<file path="config.mk">
export PLATFORM = sky130hd
export DESIGN_NAME = angle_frame_ctrl
export DESIGN_NICKNAME = d
export VERILOG_FILES = /design/src/rtl/angle_frame_pkg.sv /design/src/rtl/frame_timeout.sv /design/src/rtl/angle_frame_ctrl.sv
export SDC_FILE = /design/constraint.sdc
export NUM_CORES = 1
export LEC_CHECK = 0
export CAP_MARGIN = 20
export CORE_MARGIN = 2
export CORE_UTILIZATION = 50
export CTS_CLUSTER_DIAMETER = 200
export CTS_CLUSTER_SIZE = 40
export DETAILED_ROUTE_END_ITERATION = 8
export HOLD_SLACK_MARGIN = 0.08
export PLACE_DENSITY = 0.76
export SETUP_SLACK_MARGIN = 0.02
export SYNTH_ARGS = -nofsm -noshare
export SYNTH_HDL_FRONTEND = slang
export SYNTH_SLANG_ARGS = --single-unit
</file>
<file path="constraint.sdc">
create_clock -name clk -period 5.2 [get_ports clk]
set_input_delay 0.52 -clock clk [delete_from_list [all_inputs] [get_ports clk]]
set_output_delay 0.52 -clock clk [all_outputs]
set_load 0.05 [all_outputs]
</file>
<file path="src/rtl/angle_frame_pkg.sv">
// Shared encodings and constants for the angle frame receiver.
// Frame layout: byte 1 = {id[3:0], angle[11:8]}, byte 2 = angle[7:0].
package angle_frame_pkg;

   localparam int unsigned ID_W    = 4;
   localparam int unsigned ANGLE_W = 12;
   localparam int unsigned BYTE_W  = 8;

   localparam logic [ID_W-1:0]   BCAST_ID = 4'hF;
   localparam logic [BYTE_W-1:0] ACK_BASE = 8'hA0;
   localparam logic [BYTE_W-1:0] ERR_MAX  = 8'd255;

   typedef enum logic {
      IDLE,
      WAIT_LSB
   } rx_state_e;

   typedef enum logic [1:0] {
      A_IDLE,
      A_WAIT,
      A_SEND
   } ack_state_e;

   typedef struct packed {
      logic [ID_W-1:0]    id;
      logic [ANGLE_W-1:0] angle;
   } frame_t;

   function automatic frame_t decode_frame(input logic [BYTE_W-1:0] msb,
                                           input logic [BYTE_W-1:0] lsb);
      frame_t f;
      f.id    = msb[7:4];
      f.angle = {msb[3:0], lsb};
      return f;
   endfunction

endpackage

</file>
<file path="src/rtl/frame_timeout.sv">
// Inter-byte timeout: counts enabled cycles since the last clear and flags
// when TIMEOUT_CYCLES of them have elapsed.
module frame_timeout #(
   parameter int unsigned TIMEOUT_CYCLES = 24000
) (
   input  logic clk,
   input  logic reset,
   input  logic clear,
   input  logic enable,
   output logic expired
);

   localparam int unsigned     CNT_W = $clog2(TIMEOUT_CYCLES + 1);
   localparam logic [CNT_W-1:0] LAST = CNT_W'(TIMEOUT_CYCLES - 1);

   logic [CNT_W-1:0] cnt_q, cnt_d;

   always_comb begin
      cnt_d = cnt_q;
      if (clear) begin
         cnt_d = '0;
      end else if (enable && (cnt_q != LAST)) begin
         cnt_d = cnt_q + CNT_W'(1);
      end
   end

   // Expiry is seen during the last permitted cycle so the owner can act on it.
   assign expired = enable && !clear && (cnt_q == LAST);

   always_ff @(posedge clk or negedge reset) begin
      if (!reset) begin
         cnt_q <= '0;
      end else begin
         cnt_q <= cnt_d;
      end
   end

endmodule

</file>
<file path="src/rtl/angle_frame_ctrl.sv">
// Two-byte angle frame receiver with shadowed, sync-aligned angle update.
// Define FRAME_ACK_EN to transmit an ACK byte for each addressed frame.
module angle_frame_ctrl
   import angle_frame_pkg::*;
#(
   parameter logic [3:0]  MODULE_ID      = 4'h0,
   parameter int unsigned TIMEOUT_CYCLES = 24000
) (
   input  logic                clk,
   input  logic                reset,
   input  logic [BYTE_W-1:0]   data_received,
   input  logic                rx_done,
   input  logic                parity_error,
   input  logic                sync_pulse,
   input  logic                tx_busy,
   output logic                start_tx,
   output logic [BYTE_W-1:0]   data_to_tx,
   output logic [ANGLE_W-1:0]  angle,
   output logic                angle_valid,
   output logic [BYTE_W-1:0]   err_count
);

   rx_state_e           state_q, state_d;
   logic [BYTE_W-1:0]   msb_q, msb_d;
   logic [ANGLE_W-1:0]  shadow_q, shadow_d;
   logic                pending_q, pending_d;
   logic [ANGLE_W-1:0]  angle_q, angle_d;
   logic                angle_valid_q, angle_valid_d;
   logic [BYTE_W-1:0]   err_q, err_d;

   logic   clean_rx, bad_rx, accept, frame_err, tmo_clear, tmo_expired;
   frame_t frm;

   assign clean_rx = rx_done && !parity_error;
   assign bad_rx   = rx_done && parity_error;
   assign frm      = decode_frame(msb_q, data_received);

   frame_timeout #(
      .TIMEOUT_CYCLES(TIMEOUT_CYCLES)
   ) u_timeout (
      .clk    (clk),
      .reset  (reset),
      .clear  (tmo_clear),
      .enable (state_q == WAIT_LSB),
      .expired(tmo_expired)
   );

   always_comb begin
      state_d       = state_q;
      msb_d         = msb_q;
      shadow_d      = shadow_q;
      pending_d     = pending_q;
      angle_d       = angle_q;
      angle_valid_d = angle_valid_q;
      err_d         = err_q;
      accept        = 1'b0;
      frame_err     = 1'b0;
      tmo_clear     = 1'b0;

      case (state_q)
         IDLE: begin
            if (clean_rx) begin
               msb_d     = data_received;
               state_d   = WAIT_LSB;
               tmo_clear = 1'b1;
            end else if (bad_rx) begin
               frame_err = 1'b1;
            end
         end
         WAIT_LSB: begin
            if (bad_rx) begin
               frame_err = 1'b1;
               state_d   = IDLE;
            end else if (clean_rx) begin
               state_d = IDLE;
               accept  = (frm.id == MODULE_ID) || (frm.id == BCAST_ID);
            end else if (tmo_expired) begin
               frame_err = 1'b1;
               state_d   = IDLE;
            end
         end
         default: state_d = IDLE;
      endcase

      // Sync consumes the old shadow first; a same-cycle accept re-arms pending.
      if (sync_pulse && pending_q) begin
         angle_d       = shadow_q;
         angle_valid_d = 1'b1;
         pending_d     = 1'b0;
      end
      if (accept) begin
         shadow_d  = frm.angle;
         pending_d = 1'b1;
      end

      if (frame_err && (err_q != ERR_MAX)) begin
         err_d = err_q + BYTE_W'(1);
      end
   end

   always_ff @(posedge clk or negedge reset) begin
      if (!reset) begin
         state_q       <= IDLE;
         msb_q         <= '0;
         shadow_q      <= '0;
         pending_q     <= 1'b0;
         angle_q       <= '0;
         angle_valid_q <= 1'b0;
         err_q         <= '0;
      end else begin
         state_q       <= state_d;
         msb_q         <= msb_d;
         shadow_q      <= shadow_d;
         pending_q     <= pending_d;
         angle_q       <= angle_d;
         angle_valid_q <= angle_valid_d;
         err_q         <= err_d;
      end
   end

   assign angle       = angle_q;
   assign angle_valid = angle_valid_q;
   assign err_count   = err_q;

`ifdef FRAME_ACK_EN
   ack_state_e         ack_q, ack_d;
   logic               start_tx_q, start_tx_d;
   logic [BYTE_W-1:0]  data_to_tx_q, data_to_tx_d;
   logic               ack_req;

   assign ack_req = accept && (frm.id != BCAST_ID);

   // Requests arriving while an ACK is already queued merge into it.
   always_comb begin
      ack_d        = ack_q;
      start_tx_d   = 1'b0;
      data_to_tx_d = data_to_tx_q;
      case (ack_q)
         A_IDLE: if (ack_req) ack_d = A_WAIT;
         A_WAIT: begin
            if (!tx_busy) begin
               ack_d        = A_SEND;
               start_tx_d   = 1'b1;
               data_to_tx_d = ACK_BASE | {4'h0, MODULE_ID};
            end
         end
         A_SEND: ack_d = ack_req ? A_WAIT : A_IDLE;
         default: ack_d = A_IDLE;
      endcase
   end

   always_ff @(posedge clk or negedge reset) begin
      if (!reset) begin
         ack_q        <= A_IDLE;
         start_tx_q   <= 1'b0;
         data_to_tx_q <= '0;
      end else begin
         ack_q        <= ack_d;
         start_tx_q   <= start_tx_d;
         data_to_tx_q <= data_to_tx_d;
      end
   end

   assign start_tx   = start_tx_q;
   assign data_to_tx = data_to_tx_q;
`else
   logic unused_tx_busy;
   assign unused_tx_busy = tx_busy;
   assign start_tx       = 1'b0;
   assign data_to_tx     = '0;
`endif

endmodule

</file>
==> results.toml <==
[run_status]
status = "finished, final reports clean"

[pwr]
leakage_nw = 1.41
p_total_mw = 1.54
ir_worst_vdd_v = 0.000341
powerDensity_mw_per_mm2 = 499

[grt]
antenna_found_initial = 0
grt.total_usage = 0.179
grt_pass1_wl_um = 7450
first_global_vias = 1669
grt_max_degree = 59
overflow = 0

[yosys]
yosys_most_used_dff = "dfrtp_1"
yosys_warnings = 0
synth_top_area_cell = "dfrtp_1"
synth-edff-count = 0
synth.area.top_cells = "dfrtp_1 57%, mux2_2 11%, nand2_1 5.8%"
syn_area_mm2 = 0.00253
synthCells = 221
ys_ff_latch = 58
yosysTopAreaCellShare = 0.573
synth.distinct_cells = 35
yosys.cell_count.top_type = "dfrtp_1"
synthTopCellsByCount = "58 x dfrtp_1, 39 x nand2_1, 25 x mux2_2"
seq_area_frac_synth = 0.573
syn_avg_cell_area_um2 = 11.5
async_reset_ff_frac = 1.00

[timing]
fin_setup_tns_ps = 0
fmax_mhz = 430
worst_pin_slew_ps = 714
slew_headroom = 0.524
slew_viol_final = 0
min_period_over_period = 0.448
holdWs_ps = 324
rsz0062_at_grt = "no"
hold_viol = 0
skew_ps = 4.53
setup_violations = 0
fin_crit_ps = 2330
fin_ws_ps = 2870

[clocking]
clk_pin_slew_ps = 60
cts_tree = "built"
clock-sinks = 58
clock_path_buffers = 2
ctsHoldBuffers = 0
cts_htree_levels = 3
clockRootBuffer = "clkbuf_8"
cts_setup_buffers = 0
clk_latency_ps = 330
cts_resized = 0
cts_buffers = 9

[placement]
gp_congestion = 0.780
post_dp_cell_area_mm2 = 0.00290
dp_slack_ps = 2460
numPlacedInstances = 317
io_buffers = 33
dp_hpwl_um = 3150

[cells_and_area]
drive_above_1_share = 0.176
instances_no_fill = 334
post-route-util = 0.639
antenna_cells = 0
syn_to_final_growth_pct = 21.5
final_area_mm2 = 0.00308
final_nets = 278

[detailed_routing]
wl_per_cell_um = 13.7
dr.pass1.iters = 4
drc = 0
drt-initial-drc-count = 97
via_per_inst = 5.25
antenna_left = 0
via_count = 1754
routed_wl_um = 4590

[worst_setup_path]
path_cells = "or3b_1, or4_4, o21ai_0, buf_2, or3_1, mux2i_1"
crit_buf_inv = 1
worstPathRequired_ps = 5460
timing_worst_setup_path_type = "flip-flop to flip-flop"
critPathArrivalTime_ps = 2590
cpMaxStageDelayCell = "or4_4"
cp-startpoint = "u_timeout.cnt_q[9]"
crit_path_max_incr_delay_ps = 550
path_max_fanout = 10
critical_path.top_delay_family = "simple AND/OR/NAND/NOR gates"
critPathLaunchType = "flip-flop"
regToRegStartpoint = "u_timeout.cnt_q[9]"
end_kind = "flip-flop"

[job]
cap_violations = 0

[die]
rows = 25
die_h_um = 75.2
die-area_mm2 = 0.00565
fp.dieW_um = 75.2
core_mm2 = 0.00482
io_pins = 44
start_util = 0.526

[worst_hold_path]
hp-class = "primary input to async pin"
==> cell families (layout without fill, tap and decap cells) <==
family          Yosys count  in the layout  synth area share
mux                      28             28             0.123
compound gates           24             24            0.0647
simple gates             79             79             0.151
fa+ha+maj                 2              2           0.00987
other cells               1              9           0.00148
buf+inv                  19             57            0.0425
flops                    58             58             0.573
xor+xnor                 10             10            0.0346
==> final cells by class <==
cell class,instances,area (µm²)
clock buffers,11,141
clock inverters,5,30.0
fillers,410,1740
inverters,4,15.0
multi-input cells,152,1000
flip-flops and latches,58,1450
well taps,67,83.8
repair buffers,37,353
==> layout by cell type (no fill, tap or decap), types with 2 or more instances in the layout <==
master,n
or3_1,6
dfrtp_1,58
clkinvlp_4,2
o21ai_0,7
mux2_2,25
nand2_1,39
nor3_1,4
inv_1,4
a21oi_1,4
o211ai_1,4
clkdlybuf4s50_1,32
xor2_1,6
clkbuf_8,10
xnor2_1,4
o31ai_1,3
ha_1,2
buf_2,2
buf_4,3
mux2i_1,3
nand3_1,8
and3_1,4
clkinv_2,3
nor2_1,5
nand4_1,7
conb_1,9
==> metal layers <==
metal / track usage / part of all wire / vias up
li1: - / - / 845
met1: 0.231 / 0.47 / 853
met2: 0.272 / 0.45 / 46
met3: 0.0415 / 0.049 / 10
met4: 0.113 / 0.029 / 0
met5: 0 / 0 / -
==> state kept, by name (all words and copies together), names as in the netlist <==
signal / count
angle: 12
angle_valid: 1
err_count: 8
msb_q: 8
pending_q: 1
shadow_q: 12
state_q: 1
u_timeout.cnt_q: 15
==> report_power, final <==
part           internal, mW  switching (mW)
Clock                 0.183           0.173
Sequential            0.576          0.0939
Combinational         0.197           0.314
Total                 0.956           0.580
==> worst paths after layout <==
path / endpoint / slack (ps) / depth (start not counted)
max: u_timeout.cnt_q[6] / 2870 / 6
min: err_count[0] / 320 / 2
max reg2reg: u_timeout.cnt_q[6] / 2870 / 6
min reg2reg: msb_q[3] / 470 / 2
max in group asynchronous: u_timeout.cnt_q[13] / 4410 / 2
min in group clk: msb_q[3] / 470 / 2
Note: power is estimated with default switching activity, not from simulation.
